[config.mk]
export PLATFORM = sky130hd
export DESIGN_NAME = reg_file_param
export DESIGN_NICKNAME = d
export VERILOG_FILES = /design/src/rtl/reg_file_param.sv
export SDC_FILE = /design/constraint.sdc
export NUM_CORES = 1
export LEC_CHECK = 0
export BUFFER_PORTS_ARGS = -buffer_cell sky130_fd_sc_hd__buf_2
export CORE_MARGIN = 8
export CORE_UTILIZATION = 50
export CTS_CLUSTER_DIAMETER = 120
export DETAILED_ROUTE_END_ITERATION = 10
export PLACE_DENSITY_LB_ADDON = 0.1
export SLEW_MARGIN = 20
export SYNTH_ARGS = -nofsm -noshare
export SYNTH_HDL_FRONTEND = slang
export SYNTH_SLANG_ARGS = --single-unit
[constraint.sdc]
create_clock -name clock -period 1.91 [get_ports clock]
set_clock_uncertainty 0.1 [all_clocks]
set_input_delay 0.0955 -clock clock [delete_from_list [all_inputs] [get_ports clock]]
set_output_delay 0.0955 -clock clock [all_outputs]
set_load 0.05 [all_outputs]
[src/rtl/reg_file_param.sv]
// ---------------------------------------------------------------------------
// reg_file_param
//   Parametrised register file sitting between decode and the ALU.
//   - Two registered read ports; data is valid one cycle after readEnable.
//   - Port 2 can be replaced by the immediate operand ltValue.
//   - One write port with its own address.
//   - Sweep-clear engine: a clear request in IDLE zeroes one register per
//     cycle for DEPTH cycles; writes arriving during the sweep are dropped
//     and flagged on writeDrop.
//
// Parameters
//   DW        data width of every register, ltValue and writeData
//   AW        address width, DEPTH = 2**AW
//   ZERO_REG  1: register 0 reads as zero and ignores writes
//
// Optional feature macro
//   REGFILE_BYPASS_EN  forward an accepted write to a read of the same
//                      address in the same cycle
//
// Ports
//   clock, reset        clock; synchronous active-high reset
//   readEnable          capture a read this cycle
//   immediate, ltValue  port-2 immediate select and operand
//   readRegister1/2     read addresses
//   regWrite, writeRegister, writeData   write strobe, address, data
//   clear               start a sweep-clear (only looked at in IDLE)
//   readData1/2         registered read data
//   readValid           high the cycle after an accepted read
//   busy                high while the sweep is running
//   writeDrop           one-cycle pulse when a write was dropped by the sweep
//   debugState          current FSM state (0 = IDLE, 1 = CLEAR)
//
// Handshake: there is no back-pressure. readEnable is a one-cycle request that
// is always accepted; readValid answers it exactly one cycle later. regWrite is
// accepted whenever busy is low, otherwise it is discarded and writeDrop pulses.
// ---------------------------------------------------------------------------
module reg_file_param #(
  parameter int DW       = 8,
  parameter int AW       = 3,
  parameter int ZERO_REG = 0
) (
  input  logic          clock,
  input  logic          reset,
  input  logic          readEnable,
  input  logic          immediate,
  input  logic [AW-1:0] readRegister1,
  input  logic [AW-1:0] readRegister2,
  input  logic [DW-1:0] ltValue,
  input  logic          regWrite,
  input  logic [AW-1:0] writeRegister,
  input  logic [DW-1:0] writeData,
  input  logic          clear,
  output logic [DW-1:0] readData1,
  output logic [DW-1:0] readData2,
  output logic          readValid,
  output logic          busy,
  output logic          writeDrop,
  output logic          debugState
);

  localparam int DEPTH = 1 << AW;
  localparam logic [AW-1:0] LAST_IDX = AW'(DEPTH - 1);

  typedef enum logic {
    ST_IDLE  = 1'b0,
    ST_CLEAR = 1'b1
  } state_t;

  state_t        state, state_next;
  logic [AW-1:0] counter, counter_next;
  logic [DW-1:0] regs [DEPTH];

  logic          wr_accept;
  logic          wr_drop;
  logic [DW-1:0] rd1_val;
  logic [DW-1:0] rd2_val;

  // Writes land only in IDLE; register 0 is write-protected when ZERO_REG is set.
  assign wr_accept = (state == ST_IDLE) && regWrite &&
                     !((ZERO_REG != 0) && (writeRegister == '0));
  assign wr_drop   = (state == ST_CLEAR) && regWrite;

  assign busy       = (state == ST_CLEAR);
  assign debugState = state;

  // Read-side data selection, including optional write forwarding.
  always_comb begin
    rd1_val = ((ZERO_REG != 0) && (readRegister1 == '0)) ? '0 : regs[readRegister1];
    rd2_val = ((ZERO_REG != 0) && (readRegister2 == '0)) ? '0 : regs[readRegister2];
`ifdef REGFILE_BYPASS_EN
    // wr_accept already excludes register 0 under ZERO_REG, so it is never forwarded.
    if (wr_accept && (writeRegister == readRegister1)) rd1_val = writeData;
    if (wr_accept && (writeRegister == readRegister2)) rd2_val = writeData;
`endif
    if (immediate) rd2_val = ltValue;
  end

  // Sweep FSM next-state logic.
  always_comb begin
    state_next   = state;
    counter_next = counter;
    case (state)
      ST_IDLE: begin
        if (clear) begin
          state_next   = ST_CLEAR;
          counter_next = '0;
        end
      end
      ST_CLEAR: begin
        counter_next = counter + 1'b1;
        if (counter == LAST_IDX) state_next = ST_IDLE;
      end
      default: begin
        state_next   = ST_IDLE;
        counter_next = '0;
      end
    endcase
  end

  always_ff @(posedge clock) begin
    if (reset) begin
      state     <= ST_IDLE;
      counter   <= '0;
      readData1 <= '0;
      readData2 <= '0;
      readValid <= 1'b0;
      writeDrop <= 1'b0;
      for (int i = 0; i < DEPTH; i++) regs[i] <= '0;
    end else begin
      state     <= state_next;
      counter   <= counter_next;
      writeDrop <= wr_drop;
      readValid <= readEnable;
      if (readEnable) begin
        readData1 <= rd1_val;
        readData2 <= rd2_val;
      end
      // wr_accept implies IDLE, so it never collides with the sweep write.
      if (wr_accept) regs[writeRegister] <= writeData;
      if (state == ST_CLEAR) regs[counter] <= '0;
    end
  end

endmodule

==> metrics.yaml, run 1 <==
result_of_the_run: "complete, no violations"
r2r.worst_path.cells: 4
synth_cell_types: 32
min_period_ns: 1.84
cts.reportedPaths.clkPinSlew_ns: 0.09
critPathMaxFanout: 8
synth.cell_area_um2: 4330
critical_path_class: "in -> reg"
slew_viol_final: 0
syn-num-nets: 417
total_setup_violations_reported_at_the_end_of_the_flow: 0
cell_area_reported_after_detailed_placement_um2: 4790
drt_iter0_drc: 200
initial_antenna_violation_count: 0
final.setup.tns_ns: 0
postSynth.topFlopCell: "edfxtp_1"
synthDominantCellAreaShare_pct: 44.3
grt_setup_unrepaired: "false"
global_route.usage.total_pct: 19.8
power.density_cell_area_nw_per_um2: 808
number_of_nets_at_the_end_of_the_flow: 489
firstDrtPassIters: 4
cts_setup_buffers: 0
floorplan.die.height_um: 109
max_clock_freq_mhz: 545
yosys_warnings: 0
placeableCoreArea_um2: 8550
detail-route-antenna-nets: 0
synth_commonest_cells: "nor2_1 (78), edfxtp_1 (64), mux2i_1 (49)"
tritoncts: "done"
max_cap_viol_count: 0
hpwl_um: 8250
post_synth_main_area_contributors: "edfxtp_1 (44%), mux2i_1 (11%), dfxtp_1 (10%)"
cts.sink_count: 86
yosys_reg_bits: 86
ff_latch_area_um2: 2360
relSlewSlack_pct: 73.0
post-synth-top-area-cell: "edfxtp_1"
placement.setup.worst_slack_ns: -0.0394
clkLatencyLatePin_ns: 0.35
critical_path.top_delay_family: "simple AND/OR/NAND/NOR gates"
floorplan_die_width_um: 109
design_area_um2: 5120
startpoint_type: "input port"
power.static_leakage_nw: 2.11
grt_pass1_vias: 3349
cts-buffers-inserted: 9
effective_utilization_at_floorplan_pct: 50.7
grt_max_degree: 27
detailroute.wirelength.met3_um: 731
totalWireLength_um: 11300
clock-root-buffer: "clkbuf_8"
cpMaxStageDelayCell: "dlygate4sd3_1"
ios: 51
layout.filler_cells: 710
core.rowCount: 34
worstHoldPathType: "in -> reg"
top_layer_used: "met4"
worst_pin_slew_ns: 0.406
synthesis.instances: 384
wl_per_cell_um: 19.8
die_ar_um2: 11900
synth_async_sr_flop_share_pct: 0
multiInputGateArea_um2: 1840
critical-path-max-stage-delay_ns: 0.52
drcViolationCount: 0
port_buffers: 50
crit_chain: "dlygate4sd3_1 -> buf_2 -> or3b_2 -> a21oi_4 -> nand2_2 -> nand2b_2"
grt.overflow.total: 0
power.total_mw: 4.14
vias_per_cell: 5.69
via_count: 3238
critical_path_depth: 6
smallest_setup_slack_after_layout_ns: 0.0748
clock_tree.buffer_depth: 2
fin_util_pct: 59.9
ir_drop_mv: 0.324
finalHoldViolCount: 0
hold_depth: 3
worstPathRequired_ns: 1.84
ctsHtreeMaxLevel: 3
globalplace.congestion: 0.902
antenna-diode-count: 0
synth_seq_area_share_pct: 54.5
final_layout_size_suffix_gt1_share_pct: 27.8
met1_length_um: 4570
routed-wl-met2_um: 5530
finalCritPeriodShare_pct: 96.1
grt_pass1_wl_um: 17500
synth_enable_flop_cells: 64
area_growth_syn_to_layout_pct: 18.2
synth_most_common_cell: "nor2_1"
postSynthAreaPerCell_um2: 11.3
cp-end-kind: "flip-flop"
critPathArrivalTime_ns: 1.77
critical_path.n_buffers_inverters: 2
-- per-stage QoR --
stage | cells | hold WS, ns
final | 569 | 0.0240
after global routing | 569 | 0.0270
after CTS | 569 | 0.00935
after detailed placement | 542 | 0.253
after global placement | 542 | 0.249
after floorplan | 384 | 0.0789
-- path summary, 6_finish.rpt --
kind / endpoint / startpoint / slack, ns
hold / removal: readData2[6] / immediate / 0.02
setup / recovery: regs[6][0] / regWrite / 0.07
hold reg to reg: readData1[2] / readData1[2] / 0.39
setup reg to reg: regs[6][0] / busy / 0.13
-- sequential cells by signal, indices dropped and copies added, names as in the netlist --
register   cells
regs          64
readData1      8
readData2      8
counter        3
busy           1
readValid      1
writeDrop      1
-- what timing repair did --
action | CTS | global route
cloned | 0 | 0
pin swaps | 0 | 0
endpoints found under the hold margin | 14 | 0
hold buffers | 11 | 0
setup endpoints to repair | 24 | 29
resized for setup | 3 | 3
-- final cells by class --
cell class,instances,share of cell area [%]
clock buffer,12,3.44
inverter,3,0.220
clock inverter,4,0.537
multi-input combinational,272,35.9
tap,108,2.64
timing repair buffer,84,11.1
sequential,86,46.1
-- placed cells by master (no fill, tap or decap), types with 6 or more instances in the layout --
master         instances
nor2b_1               12
dfxtp_1               21
nor2_1                78
nand2b_1               6
dlygate4sd3_1         11
mux2i_1               49
nand2b_2               6
o22ai_1               16
buf_2                 50
a221o_1                8
nand2_1               21
a21oi_1               10
mux2_2                16
buf_4                 20
a22oi_1               16
clkbuf_8              11
nand2_2                8
edfxtp_1              64
a211oi_1               7
-- tightest hold or removal path, cell delays in order --
cell	delay [ns]
buf_2	0.09
a31oi_1	0.08
o22ai_1	0.15
-- where the power goes --
group	internal [mW]	total [mW]	switching [mW]
registers	2.11	2.16	0.0562
logic	0.259	0.694	0.435
clock network	0.624	1.28	0.658
total	2.99	4.14	1.15
-- routing by layer --
| metal | track usage [%] | vias to the layer above |
|---|---|---|
| met4 | 9.48 | 0 |
| met3 | 4.55 | 22 |
| met5 | 0 | - |
| li1 | - | 1547 |
| met1 | 23.4 | 1554 |
| met2 | 33.2 | 115 |
-- cell families (layout without fill, tap and decap cells) --
logic type | Yosys count | after routing | synth area share [%]
multiplexers | 65 | 65 | 15.5
flip-flops | 86 | 86 | 54.5
AND/OR/NAND/NOR | 140 | 140 | 14.9
buffers and inverters | 26 | 103 | 3.64
AO/OA/AOI/OAI | 65 | 65 | 10.9
adder cells (fa/ha/maj) | 2 | 2 | 0.577
Note: power is estimated with default switching activity, not from simulation.
==> inputs of run 2 (changes only) <==
--- a/config.mk
+++ b/config.mk
@@ -7,7 +7,7 @@
 export LEC_CHECK = 0
 export BUFFER_PORTS_ARGS = -buffer_cell sky130_fd_sc_hd__buf_2
 export CORE_MARGIN = 8
-export CORE_UTILIZATION = 50
+export CORE_UTILIZATION = 30
 export CTS_CLUSTER_DIAMETER = 120
 export DETAILED_ROUTE_END_ITERATION = 10
 export PLACE_DENSITY_LB_ADDON = 0.1
==> metrics.yaml, run 2 (synthesis gave the netlist of run 1 again) <==
result_of_the_run: "complete, no violations"
clkLatencyLatePin_ns: 0.35
drcViolationCount: 0
final_layout_size_suffix_gt1_share_pct: 26.9
r2r.worst_path.cells: 4
min_period_ns: 1.82
net-switching-power_mw: 1.24
cell_area_reported_after_detailed_placement_um2: 4950
grt_pass1_wl_um: 19400
met1_length_um: 5630
power.density_cell_area_nw_per_um2: 867
totalWireLength_um: 12800
floorplan_die_width_um: 136
finalCritPeriodShare_pct: 95.5
worstHoldPathType: "in -> reg"
layout_top_registers: "regs x64, readData1 x8, readData2 x8"
design_area_um2: 5370
detail-route-antenna-nets: 0
initial_antenna_violation_count: 0
vias_per_cell: 4.97
max_clock_freq_mhz: 548
wl_per_cell_um: 19.7
tritoncts: "done"
detailroute.wirelength.met3_um: 474
worstPathRequired_ns: 1.85
placeableCoreArea_um2: 14300
r2r_end: "regs[6][3]"
antenna-diode-count: 0
cts.reportedPaths.clkPinSlew_ns: 0.06
firstDrtPassIters: 4
startpoint_type: "input port"
layout.filler_cells: 1415
grt.overflow.total: 0
core.rowCount: 44
fin_util_pct: 37.5
worst_pin_slew_ns: 0.435
grt_pass1_vias: 3373
p_clk_share_pct: 37.9
cp-end-kind: "flip-flop"
global_route.usage.total_pct: 14.3
crit_path_start: "regWrite"
largest_reg_flops: 64
hpwl_um: 9670
relSlewSlack_pct: 70.9
holdCritStartpoint: "readEnable"
die_ar_um2: 18500
total_setup_violations_reported_at_the_end_of_the_flow: 0
power.total_mw: 4.66
netSwitchingFraction_pct: 26.6
clock_tree.buffer_depth: 2
cellInternalPower_mw: 3.42
ctsHtreeMaxLevel: 3
grt_max_degree: 24
routed-wl-met2_um: 6310
port_buffers: 50
cts.sink_count: 86
effective_utilization_at_floorplan_pct: 30.3
via_count: 3226
r2r_start: "busy"
max_cap_viol_count: 0
placement.setup.worst_slack_ns: -0.0280
ir_drop_mv: 0.393
number_of_nets_at_the_end_of_the_flow: 493
multiInputGateArea_um2: 1830
area_growth_syn_to_layout_pct: 23.9
worstHoldEndpoint: "readValid"
sequential_power_share_pct: 46.5
power.static_leakage_nw: 2.18
cts-buffers-inserted: 9
ff_latch_area_um2: 2360
top_register: "regs"
smallest_setup_slack_after_layout_ns: 0.0853
grt_setup_unrepaired: "false"
globalplace.congestion: 0.825
fin_worst_hold_slack_ns: 0.0287
most_frequent_cells_in_the_layout: "nor2_1 (78), edfxtp_1 (64), buf_2 (50)"
top_layer_used: "met4"
mostFrequentLayoutCell: "nor2_1"
critical_path_class: "in -> reg"
critPathMaxFanout: 8
floorplan.die.height_um: 136
drt_iter0_drc: 219
ios: 51
finalHoldViolCount: 0
slew_viol_final: 0
clock-root-buffer: "clkbuf_16"
comb_power_share_pct: 15.6
hold_depth: 2
rrSetupSlack_ns: 0.13
critPathArrivalTime_ns: 1.76
-- run 2: cell count changes in the layout (fill, tap and decap cells not counted), sizes merged --
cell	delta
buf	+4
clkinv	-4
clkbuf	+4
-- run 2: repair_timing --
| item | CTS | global route |
|---|---|---|
| gates resized for setup | 2 | 1 |
| hold endpoints to repair | 12 | 0 |
| setup endpoints to repair | 16 | 32 |
| buffers inserted | 0 | 0 |
| hold buffers | 11 | 0 |
-- run 2: final cells by class --
cell class / count / area share (%)
inverter: 3 / 0.210
multi-input combinational: 272 / 34.1
tap: 184 / 4.29
sequential: 86 / 44.0
timing repair buffer: 88 / 11.9
clock buffer: 16 / 5.45
-- run 2: power by group through the flow --
stage | registers [mW] | logic, mW | clock network [mW]
after CTS | 2.17 | 0.734 | 1.79
after global placement | 2.21 | 0.707 | 0
final | 2.17 | 0.726 | 1.76
after floorplan | 2.29 | 0.363 | 0
after detailed placement | 2.21 | 0.713 | 0
after global routing | 2.18 | 0.782 | 1.84
-- run 2: how the worst max path moves through the flow --
stage | to | slack [ns] | depth (start not counted)
after floorplan | regs[0][0] | -0.09 | 4
after global placement | regs[2][5] | -0.003 | 4
after detailed placement | regs[4][1] | -0.03 | 4
after CTS | regs[0][1] | 0.04 | 7
after global routing | regs[0][5] | 0.001 | 7
final | regs[6][3] | 0.09 | 6
-- run 2: metal layers --
layer	track usage [%]	vias up
li1	-	1560
met2	24.6	76
met4	7.14	0
met5	0	-
met3	2.25	21
met1	16.9	1569
-- run 2: through the flow --
stage,setup TNS [ns],std cells
floorplan,-2.57,384
global placement,-0.0198,622
detailed placement,-0.377,622
CTS,0,649
global route,0,649
finish,0,649
-- run 2: worst max-delay path: stages --
cell           delay [ns]
dlygate4sd3_1        0.52
buf_2                0.12
or3b_2               0.48
a21oi_4              0.24
nand2_2              0.10
nand2b_2             0.21
==> inputs of run 3 (changes only) <==
--- a/config.mk
+++ b/config.mk
@@ -7,7 +7,7 @@
 export LEC_CHECK = 0
 export BUFFER_PORTS_ARGS = -buffer_cell sky130_fd_sc_hd__buf_2
 export CORE_MARGIN = 8
-export CORE_UTILIZATION = 30
+export CORE_UTILIZATION = 53
 export CTS_CLUSTER_DIAMETER = 120
 export DETAILED_ROUTE_END_ITERATION = 10
 export PLACE_DENSITY_LB_ADDON = 0.1
==> metrics.yaml, run 3 (synthesis gave the netlist of run 1 again) <==
via_count: 3347
initial_antenna_violation_count: 0
ctsHtreeMaxLevel: 3
global_route.usage.total_pct: 20.4
clock_tree.buffer_depth: 2
placeableCoreArea_um2: 8050
max_clock_freq_mhz: 553
total_setup_violations_reported_at_the_end_of_the_flow: 0
grt_max_degree: 33
vias_per_cell: 5.87
finalCritPeriodShare_pct: 94.6
clkLatencyLatePin_ns: 0.36
max_cap_viol_count: 0
drcViolationCount: 0
post_layout_nonfiller_instances: 570
cp-end-kind: "flip-flop"
grt.overflow.total: 0
worstPathRequired_ns: 1.87
cts_setup_buffers: 0
ir_drop_mv: 0.368
wl_per_cell_um: 20.1
relSlewSlack_pct: 67.7
grt_setup_unrepaired: "false"
port_buffers: 50
fin_worst_hold_slack_ns: 0.150
final.setup.tns_ns: 0
startpoint_type: "input port"
tritoncts: "done"
totalWireLength_um: 11400
placedCellCount: 542
min_period_ns: 1.81
floorplan.die.height_um: 106
firstDrtPassIters: 7
slew_viol_final: 0
cts-buffers-inserted: 9
effective_utilization_at_floorplan_pct: 53.8
area_growth_syn_to_layout_pct: 19.6
floorplan_die_width_um: 106
largest_reg_flops: 64
clock-root-buffer: "clkbuf_8"
final_layout_size_suffix_gt1_share_pct: 28.0
mostFrequentLayoutCell: "nor2_1"
hpwl_um: 8310
layout_top_registers: "regs x64, readData1 x8, readData2 x8"
die_ar_um2: 11300
detail-route-antenna-nets: 0
worst_pin_slew_ns: 0.484
critical_path_class: "in -> reg"
cts.sink_count: 86
drt_iter0_drc: 170
power.density_cell_area_nw_per_um2: 812
top_register: "regs"
number_of_nets_at_the_end_of_the_flow: 493
layout.filler_cells: 673
grt_pass1_wl_um: 17600
grt_pass1_vias: 3254
cell_area_reported_after_detailed_placement_um2: 4850
power.static_leakage_nw: 2.13
most_frequent_cells_in_the_layout: "nor2_1 (78), edfxtp_1 (64), buf_2 (50)"
antenna-diode-count: 0
finalHoldViolCount: 0
worstHoldPathType: "in -> reg"
critPathArrivalTime_ns: 1.77
design_area_um2: 5180
result_of_the_run: "complete, no violations"
rrSetupSlack_ns: 0.13
ios: 51
cts.reportedPaths.clkPinSlew_ns: 0.09
core.rowCount: 33
globalplace.congestion: 0.894
critPathMaxFanout: 8
-- run 3: worst paths after layout --
check,start,end,depth (start not counted)
max,regWrite,regs[6][6],7
min,writeData[5],regs[7][5],3
max reg2reg,busy,regs[6][6],5
min reg2reg,readData1[7],readData1[7],2
-- run 3: worst max-delay path: stages --
cell and delay, ns:
dlygate4sd3_1 0.52, buf_2 0.11, or3b_2 0.45, a21oi_2 0.17, buf_4 0.16, nand2_2 0.07, nand2b_2 0.20
-- run 3: metrics by stage --
step	worst slack [ns]	power [mW]	util, %
CTS	0.0191	4.21	64.2
finish	0.102	4.21	64.4
floorplan	-0.0890	2.66	-
detailed placement	0.0503	2.90	60.2
global route	0.0105	4.34	64.4
global placement	0.0748	2.88	60.2
-- run 3: area by class of cell --
type                    instances  area [µm²]  share of cell area [%]
clock buffers                   9         124                    2.39
clock inverters                 7        81.3                    1.57
inverters                       3        11.3                   0.217
multi-input cells             272        1830                    35.3
flip-flops and latches         86        2360                    45.6
well taps                     105         131                    2.54
repair buffers                 88         641                    12.4
-- run 3: timing repair --
item	CTS	global route
endpoints found under the setup margin	0	29
hold endpoints to repair	14	0
hold buffers	12	0
resized for setup	0	4
-- run 3: report_power, final --
group | switching, mW | total, mW | internal (mW)
clock | 0.702 | 1.32 | 0.620
sequential | 0.0616 | 2.17 | 2.11
combinational | 0.441 | 0.716 | 0.275
total | 1.20 | 4.21 | 3.00
-- run 3: routing by layer --
metal / part of all wire, % / track usage (%) / up-vias
li1: - / - / 1561
met1: 42 / 25.7 / 1604
met2: 47 / 33.0 / 159
met3: 8.1 / 4.72 / 23
met4: 3.0 / 8.74 / 0
met5: 0 / 0 / -
